--- src/rtl/mtime_timer_unit.sv ---
// Machine timer and software-interrupt responder: 64-bit mtime with prescaler,
// 64-bit mtimecmp, msip bit, and a two-state (IDLE/RESP) bus handshake.
`timescale 1ns/1ps
module mtime_timer_unit #(
  parameter logic [31:0] BASE_ADDR = 32'h0200_0000,
  parameter int unsigned PRESCALE  = 1
) (
  input  logic        CLK,
  input  logic        nRST,
  input  logic [31:0] addr,
  input  logic [31:0] wdata,
  input  logic [3:0]  byte_en,
  input  logic        ren,
  input  logic        wen,
  output logic [31:0] rdata,
  output logic        busy,
  output logic        timer_int,
  output logic        soft_int,
  output logic        dbg_state
);

  typedef enum logic {S_IDLE = 1'b0, S_RESP = 1'b1} state_t;

  localparam logic [15:0] PRE_MAX   = 16'(PRESCALE - 1);
  localparam logic [13:0] W_MSIP    = 14'h0000;
  localparam logic [13:0] W_CMP_LO  = 14'h1000;
  localparam logic [13:0] W_CMP_HI  = 14'h1001;
  localparam logic [13:0] W_MT_LO   = 14'h2FFE;
  localparam logic [13:0] W_MT_HI   = 14'h2FFF;

  state_t      r_state;
  logic [63:0] r_mtime;
  logic [63:0] r_mtimecmp;
  logic        r_msip;
  logic [15:0] r_pre_cnt;
  logic        r_timer_int;
  logic        r_soft_int;
  logic [31:0] r_rdata;

  logic [31:0] w_off;
  logic [13:0] w_word;
  logic        w_unused_bits;
  logic        w_req;
  logic        w_wr;
  logic        w_rd;
  logic        w_rw_both;
  logic        w_tick;
  logic        w_mt_lo_wr;
  logic        w_mt_hi_wr;
  logic [31:0] w_rd_data;

  // Decode is relative to BASE_ADDR inside the 64 KiB window; byte offset bits are don't-care.
  assign w_off         = addr - BASE_ADDR;
  assign w_word        = w_off[15:2];
  assign w_unused_bits = ^{w_off[31:16], w_off[1:0]};

  // Handshake: requester holds a request until it sees busy=0; IDLE samples it
  // (busy=1), RESP is the one-cycle ack/data phase (busy=0) and ignores inputs.
  assign w_req     = (r_state == S_IDLE) && (ren || wen);
  assign w_wr      = w_req && wen;
  assign w_rd      = w_req && ren && !wen;
  assign w_rw_both = w_req && ren && wen;
  assign w_tick    = (r_pre_cnt == PRE_MAX);
  assign w_mt_lo_wr = w_wr && (w_word == W_MT_LO);
  assign w_mt_hi_wr = w_wr && (w_word == W_MT_HI);

  function automatic logic [31:0] merge_lanes(input logic [31:0] old_v,
                                              input logic [31:0] new_v,
                                              input logic [3:0]  be);
    logic [31:0] res;
    res = old_v;
    for (int i = 0; i < 4; i++) begin
      if (be[i]) res[8*i +: 8] = new_v[8*i +: 8];
    end
    return res;
  endfunction

  always_comb begin
    w_rd_data = 32'h0;
    case (w_word)
      W_MSIP:   w_rd_data = {31'h0, r_msip};
      W_CMP_LO: w_rd_data = r_mtimecmp[31:0];
      W_CMP_HI: w_rd_data = r_mtimecmp[63:32];
      W_MT_LO:  w_rd_data = r_mtime[31:0];
      W_MT_HI:  w_rd_data = r_mtime[63:32];
      default:  w_rd_data = 32'h0;
    endcase
  end

  always_ff @(posedge CLK or negedge nRST) begin
    if (!nRST) begin
      r_state <= S_IDLE;
      r_rdata <= 32'h0;
    end else begin
      case (r_state)
        S_IDLE: begin
          if (w_req) r_state <= S_RESP;
          if (w_rd) r_rdata <= w_rd_data;
          else if (w_rw_both) r_rdata <= 32'h0;
        end
        S_RESP:  r_state <= S_IDLE;
        default: r_state <= S_IDLE;
      endcase
    end
  end

  // A bus write to either mtime half wins over the tick; the prescaler keeps running.
  always_ff @(posedge CLK or negedge nRST) begin
    if (!nRST) begin
      r_mtime     <= 64'h0;
      r_mtimecmp  <= 64'hFFFF_FFFF_FFFF_FFFF;
      r_msip      <= 1'b0;
      r_pre_cnt   <= 16'h0;
      r_timer_int <= 1'b0;
      r_soft_int  <= 1'b0;
    end else begin
      r_pre_cnt   <= w_tick ? 16'h0 : r_pre_cnt + 16'd1;
      r_timer_int <= (r_mtime >= r_mtimecmp);
      r_soft_int  <= r_msip;
      if (w_mt_lo_wr) r_mtime[31:0] <= merge_lanes(r_mtime[31:0], wdata, byte_en);
      else if (w_mt_hi_wr) r_mtime[63:32] <= merge_lanes(r_mtime[63:32], wdata, byte_en);
      else if (w_tick) r_mtime <= r_mtime + 64'd1;
      if (w_wr && (w_word == W_CMP_LO))
        r_mtimecmp[31:0] <= merge_lanes(r_mtimecmp[31:0], wdata, byte_en);
      if (w_wr && (w_word == W_CMP_HI))
        r_mtimecmp[63:32] <= merge_lanes(r_mtimecmp[63:32], wdata, byte_en);
      if (w_wr && (w_word == W_MSIP) && byte_en[0]) r_msip <= wdata[0];
    end
  end

  assign busy      = w_req;
  assign rdata     = r_rdata;
  assign timer_int = r_timer_int;
  assign soft_int  = r_soft_int;
  assign dbg_state = r_state;

endmodule

--- config.mk ---
export PLATFORM = sky130hd
export DESIGN_NAME = mtime_timer_unit
export DESIGN_NICKNAME = d
export VERILOG_FILES = /design/src/rtl/mtime_timer_unit.sv
export SDC_FILE = /design/constraint.sdc
export NUM_CORES = 1
export LEC_CHECK = 0
export CORE_ASPECT_RATIO = 2
export CORE_MARGIN = 2
export CORE_UTILIZATION = 38
export CTS_CLUSTER_SIZE = 12
export DETAILED_ROUTE_END_ITERATION = 16
export DONT_BUFFER_PORTS = 1
export PLACE_DENSITY_LB_ADDON = 0.3
export SETUP_SLACK_MARGIN = 0.15
export SYNTH_ARGS = -nofsm -noshare
export SYNTH_HDL_FRONTEND = slang
export SYNTH_SLANG_ARGS = --single-unit
--- constraint.sdc ---
create_clock -name CLK -period 3.2 [get_ports CLK]
set_clock_uncertainty 0.2 [all_clocks]
set_input_delay 0.64 -clock CLK [delete_from_list [all_inputs] [get_ports CLK]]
set_output_delay 0.64 -clock CLK [all_outputs]
set_load 0.005 [all_outputs]
# Word-level counts from Yosys, hierarchy flattened
# Cells that the tools add are included.
word_totals:
  reg_bits: 180
  in_bits: 72
  out_inout_bits: 36
  word_cells: 90
classes:
  n_addsub: 3
  magnitude_cmp: 1
  n_eq_ne: 13
  n_mux: 14
  bitwise: 2
  n_reduce_logical: 35
op_table:
  columns: ["cell", "count"]
  rows:
  - ["$mux 32", 5]
  - ["$pmux 32 s5", 1]
  - ["$add 64x1->64 const B", 1]
  - ["$ge 64x64->1", 1]
  - ["$mux 64", 1]
  - ["$mux 8", 4]
  - ["$eq 14x13->1 const B", 2]
  - ["$eq 14x14->1 const B", 2]
  - ["$reduce_and 3->1", 8]
  - ["$ne 2x2->1 const B", 9]
  - ["$reduce_and 2->1", 9]
  - ["$add 16x1->16 const B", 1]
  - ["$logic_not 16->1", 1]
  - ["$mux 16", 1]
  - ["$sub 16x1->16 const B", 1]
  - ["$logic_not 14->1", 1]
  - ["$logic_and 1x1->1", 11]
  - ["$reduce_bool 2->1", 3]
  - ["$not 1->1", 2]
  - ["$pmux 1 s2", 1]
  - ["$logic_not 1->1", 1]
  - ["$logic_or 1x1->1", 1]
  - ["$mux 1", 1]

# Logic depth before layout (Yosys ltp)
depth:
  depth_word: 6
  depth_mapped: 10
  depth_no_buf: 8

# Worst setup path before layout
# Ideal clock, no wire load.
synth_path:
  kind: "register to register"
  from: "register r_mtime[0]"
  to: "register r_mtime[60]"
  setup_ns: 0.135
  arrival_ns: 2.275
  required_ns: 2.865
  setup_slack_ns: 0.590
  path_stages_with_launch: 9
  period_less_slack_ns: 2.610
  cell_sequence: "dfrtp_1 > ha_1 > nand4_2 > nor4_4 > buf_6 > nand3_2 > or4_4 > o32ai_2 > a21oi_1"
synth_between:
  elab_chain_cells: 3
synth_lines:
  columns: ["item", "line_no", "rtl"]
  rows:
  - ["start, declared", "32", "logic [63:0] r_mtime;"]
  - ["start signal, assigned", "120", "if (w_mt_lo_wr) r_mtime[31:0] <= merge_lanes(r_mtime[31:0], wdata, byte_en);"]
  - ["start signal, assigned", "122", "else if (w_tick) r_mtime <= r_mtime + 64'd1;"]
  - ["$add 64x1->64", "122", null]
  - ["$mux 64", "122", null]
  - ["$mux 32", "121", "else if (w_mt_hi_wr) r_mtime[63:32] <= merge_lanes(r_mtime[63:32], wdata, byte_en);"]
# No other way between the ends. The select of a mux whose other input is x is not followed.
# A chain may end at the register's enable or synchronous reset.

# Worst setup path in the final report
layout_path:
  from: "register r_mtimecmp[38]"
  to: "register r_timer_int (netlist: timer_int)"
layout_between:
  elab_chain_cells: 1
layout_lines:
  columns: ["item", "line_no", "rtl"]
  rows:
  - ["start, declared", "33", "logic [63:0] r_mtimecmp;"]
  - ["start signal, assigned", "126", "r_mtimecmp[63:32] <= merge_lanes(r_mtimecmp[63:32], wdata, byte_en);"]
  - ["$ge 64x64->1", "118", "r_timer_int <= (r_mtime >= r_mtimecmp);"]
  - ["end signal, assigned", "118", null]
  - ["end, declared", "36", "logic r_timer_int;"]
# No other way between the ends.

==> results.md <==
- Status: complete, but fails checks
- Failing checks: hold timing
- Switching power: 0.00120 W
- PnR worst setup slack: 0.277 ns
- Switching Share: 25.1%
- Start point of the critical path: r_mtimecmp[38]$_DFFE_PN1P_
- Critical path data arrival time: ~3.1 ns
- WL/cell: 21.8 um
- Hold Vio Cnt, Final: 151
- DRC viols: 0
- Simple-Gate Fraction of Synth Area: 16.3%
- Hold slack: -0.322 ns
- Via count: 9720
- P_leak: between 5 and 6 nW
- Slew @ Worst Pin: 0.795 ns
- Multiplexer area fraction after synthesis: 9.20%
- FFs w/ async S/R, synth: 100%
- Initial antenna violation count: 0
- Min Clock Period, post-route: 2.92 ns
- N_diodes: 0
- Clock share of power: 44.7%
- Crit. End Element: flop
- Largest net degree at the start of global routing: 181
- Largest family of logic cells by synthesized area: compound AO/OA/AOI/OAI gates
- Count of cells resized by post-cts repair: 0
- Initial Util: 38.4%
- Fill cells: 2854
- Synth Warn #: 0
- Slew Viols, Final: 0
- TritonRoute pass-1 iters: 8
- Placed Area: between 10000 and 15000 um2
- Clock sink count: 180
- Max stage delay on crit path: 0.55 ns
- Met3 wire length: 2.08 mm
- Clock tree root buffer cell: clkbuf_16
- CTS clk-pin slew, worst paths: 0.07 ns
- Cells after Synth: approximately 1200
- DR top layer: met4
- Sequential share of power: 50.1%
- Io pins: 108
- XOR/XNOR Fraction of Synth Area: 1.09%
- Multi-input logic area: 6100 um2
- Layout area overhead: 10.8%
- Vias in the first global route: 9623
- Gr ovfl total: 0
- RSZ-0062 raised after global routing: no
- Seq. cell area: 4580 um2
- CP Class: flop to flop
- Post-route cell area: roughly 12000 um2
- Hpwl dp: between 20 and 30 mm
- Combinational Power Share: 5.1%
- Max-cap violation count: 0
- NumNets Final: 1353
- Die Area: 31100 um2
- Avg Synthesized Cell Area: 9.33 um2
- Post-Synthesis Net Count: roughly 1300
- Area fraction in compound gates after synthesis: between 10% and 20%
- First-pass GRT wire length: 54.7 mm
- # setup viols final: 0
- Die Height: 247 um
- Vias per std cell: just over 6
- VDD IR max: 394 uV
- HP Class: input pin to async pin
- Register area share after synthesis: 40.8%
- Met2 Wirelength: 17.2 mm
- Met1 WL: 13.7 mm
- Number of flops mapped to enable cells by yosys: 0
- Max Clk Rate: 0.342 GHz
- Total power: 0.00478 W
- Internal power: 0.00358 W
- Post-CTS Setup Repair Bufs: 0
- Drt total wl: 34.8 mm
- TritonCTS Buffers: 17
- H-tree levels: 4
- Gp weighted congestion: 0.913
- I/O Buffers: 0
- # rows: 89
- Clk buf depth: 2
- Worst path required time: 3.39 ns
- Layout cell share with drive strength beyond 1: 22.2%
- Later-pin clock latency in the skew report: 0.46 ns
- ANT nets after route: 0
- Core area: 29300 um2
- #FFs+latches synth: 180
- Synth Area in Adders: under 10%
- CTS tree: done
- Final worst path period share: 91.4%
- Highest-count cells in the layout ignoring fill and taps: 136 x nand2_1, 116 x dfrtp_1, 105 x a21oi_1, 91 x o21ai_0, 91 x mux2_2
- Total negative slack: 0 ns
- Slew headroom: 47.0%
- Post-synth cell types: 71
- Synth Cell Area: 11200 um2
- Critical Path, Cell by Cell: inv_1 > ha_1 > nand4_1 > nor4_1 > buf_4 > nand2_1 > a2111oi_0 > buf_4 > o31ai_1 > nand2_1
- DR iter-0 viols: 832
- Horiz. Die Dim: 126 um
- Commonest non-fill, non-tap cell in the layout: nand2_1
- CP max FO: 3
- Slowest stage cell, crit path: dfstp_2
- Kind of start point of the critical path: flop
- Critical R2R Launch: r_mtimecmp[38]$_DFFE_PN1P_
- Main synth FF type: dfrtp_1
- Pre-CTS setup slack: 0.0523 ns
- Pwr dens: 384 nW/um2
- Total GRT Usage: 22.6%
==> per-stage QoR <==
stage / instances / util [%]
3_3_place_gp: 1559 / 40.5
4_1_cts: 1591 / 42.5
5_1_grt: 1591 / 42.5
3_5_place_dp: 1559 / 40.5
6_report: 1591 / 42.5
2_1_floorplan: 1205 / -
==> cell usage after synthesis (9+ instances only) <==
cell type	count	area (um2)
a21o_1	17	128
a222oi_1	32	320
clkbuf_1	43	161
and3_1	11	68.8
o31ai_1	10	75.1
nor2_1	58	218
xnor2_1	11	96.3
nand4_1	27	169
dfstp_2	64	1680
dfrtp_1	116	2900
nand2_1	136	510
inv_1	87	327
a21oi_1	105	526
o21ai_0	91	455
nand3_1	37	185
ha_1	67	838
mux2_2	91	1020
nor3_1	24	120
a22oi_1	9	67.6
o22ai_1	15	93.8
buf_2	10	50.1
nor4_1	14	87.6
==> metal layers <==
layer  global-route usage, %  vias to the layer above
met2                    38.4                      368
met5                       0                        -
met1                    26.5                     4761
met4                    12.3                        0
met3                    4.87                      103
li1                        -                     4488
==> power by group through the flow <==
stage               Sequential [W]  Combinational, W  Clock (W)
floorplan                  0.00240          0.000194          0
global route               0.00240          0.000276    0.00227
detailed placement         0.00243          0.000243          0
finish                     0.00240          0.000245    0.00214
global placement           0.00243          0.000237          0
CTS                        0.00239          0.000245    0.00218
==> state kept, by name, summed over array words and instances (netlist names) <==
name,count
r_pre_cnt,16
soft_int,1
rdata,32
r_msip,1
timer_int,1
r_mtime,64
dbg_state,1
r_mtimecmp,64
==> cells by family (layout without fill, tap and decap cells) <==
kind of cell / after synthesis / in the layout
AOI/OAI and AO/OA: 345 / 345
xor gates and xnor gates: 14 / 14
adders and majority gates: 67 / 67
buffers and inverters: 146 / 168
DFF: 180 / 180
muxes: 92 / 92
and+or+nand+nor: 361 / 361
==> layout make-up <==
class                      instances  share of cell area, %
clock buffer                      18                   3.44
clock inverter                    14                   1.27
inverter                          87                   2.62
multi-input combinational        879                   49.0
sequential                       180                   36.8
tap                              364                   3.66
timing repair buffer              49                   3.25
==> critical path, delay by kind of cell (launching register included) <==
family,cells,cell delay [ns]
simple gates,4,0.87
flops,1,0.55
compound gates,2,0.50
buf+inv,3,0.43
fa+ha+maj,1,0.31
==> worst paths after layout <==
kind,slack [ns],endpoint,cells after the start
setup / recovery,0.28,timer_int$_DFF_PN0_,10
hold / removal,-0.32,rdata[22]$_DFFE_PN0P_,0
setup reg to reg,0.28,timer_int$_DFF_PN0_,10
hold reg to reg,0.21,soft_int$_DFF_PN0_,0
max in group asynchronous,2.73,r_mtimecmp[15]$_DFFE_PN1P_,0
min in group CLK,0.07,rdata[0]$_DFFE_PN0P_,1
Note: power is estimated with default switching activity, not from simulation.
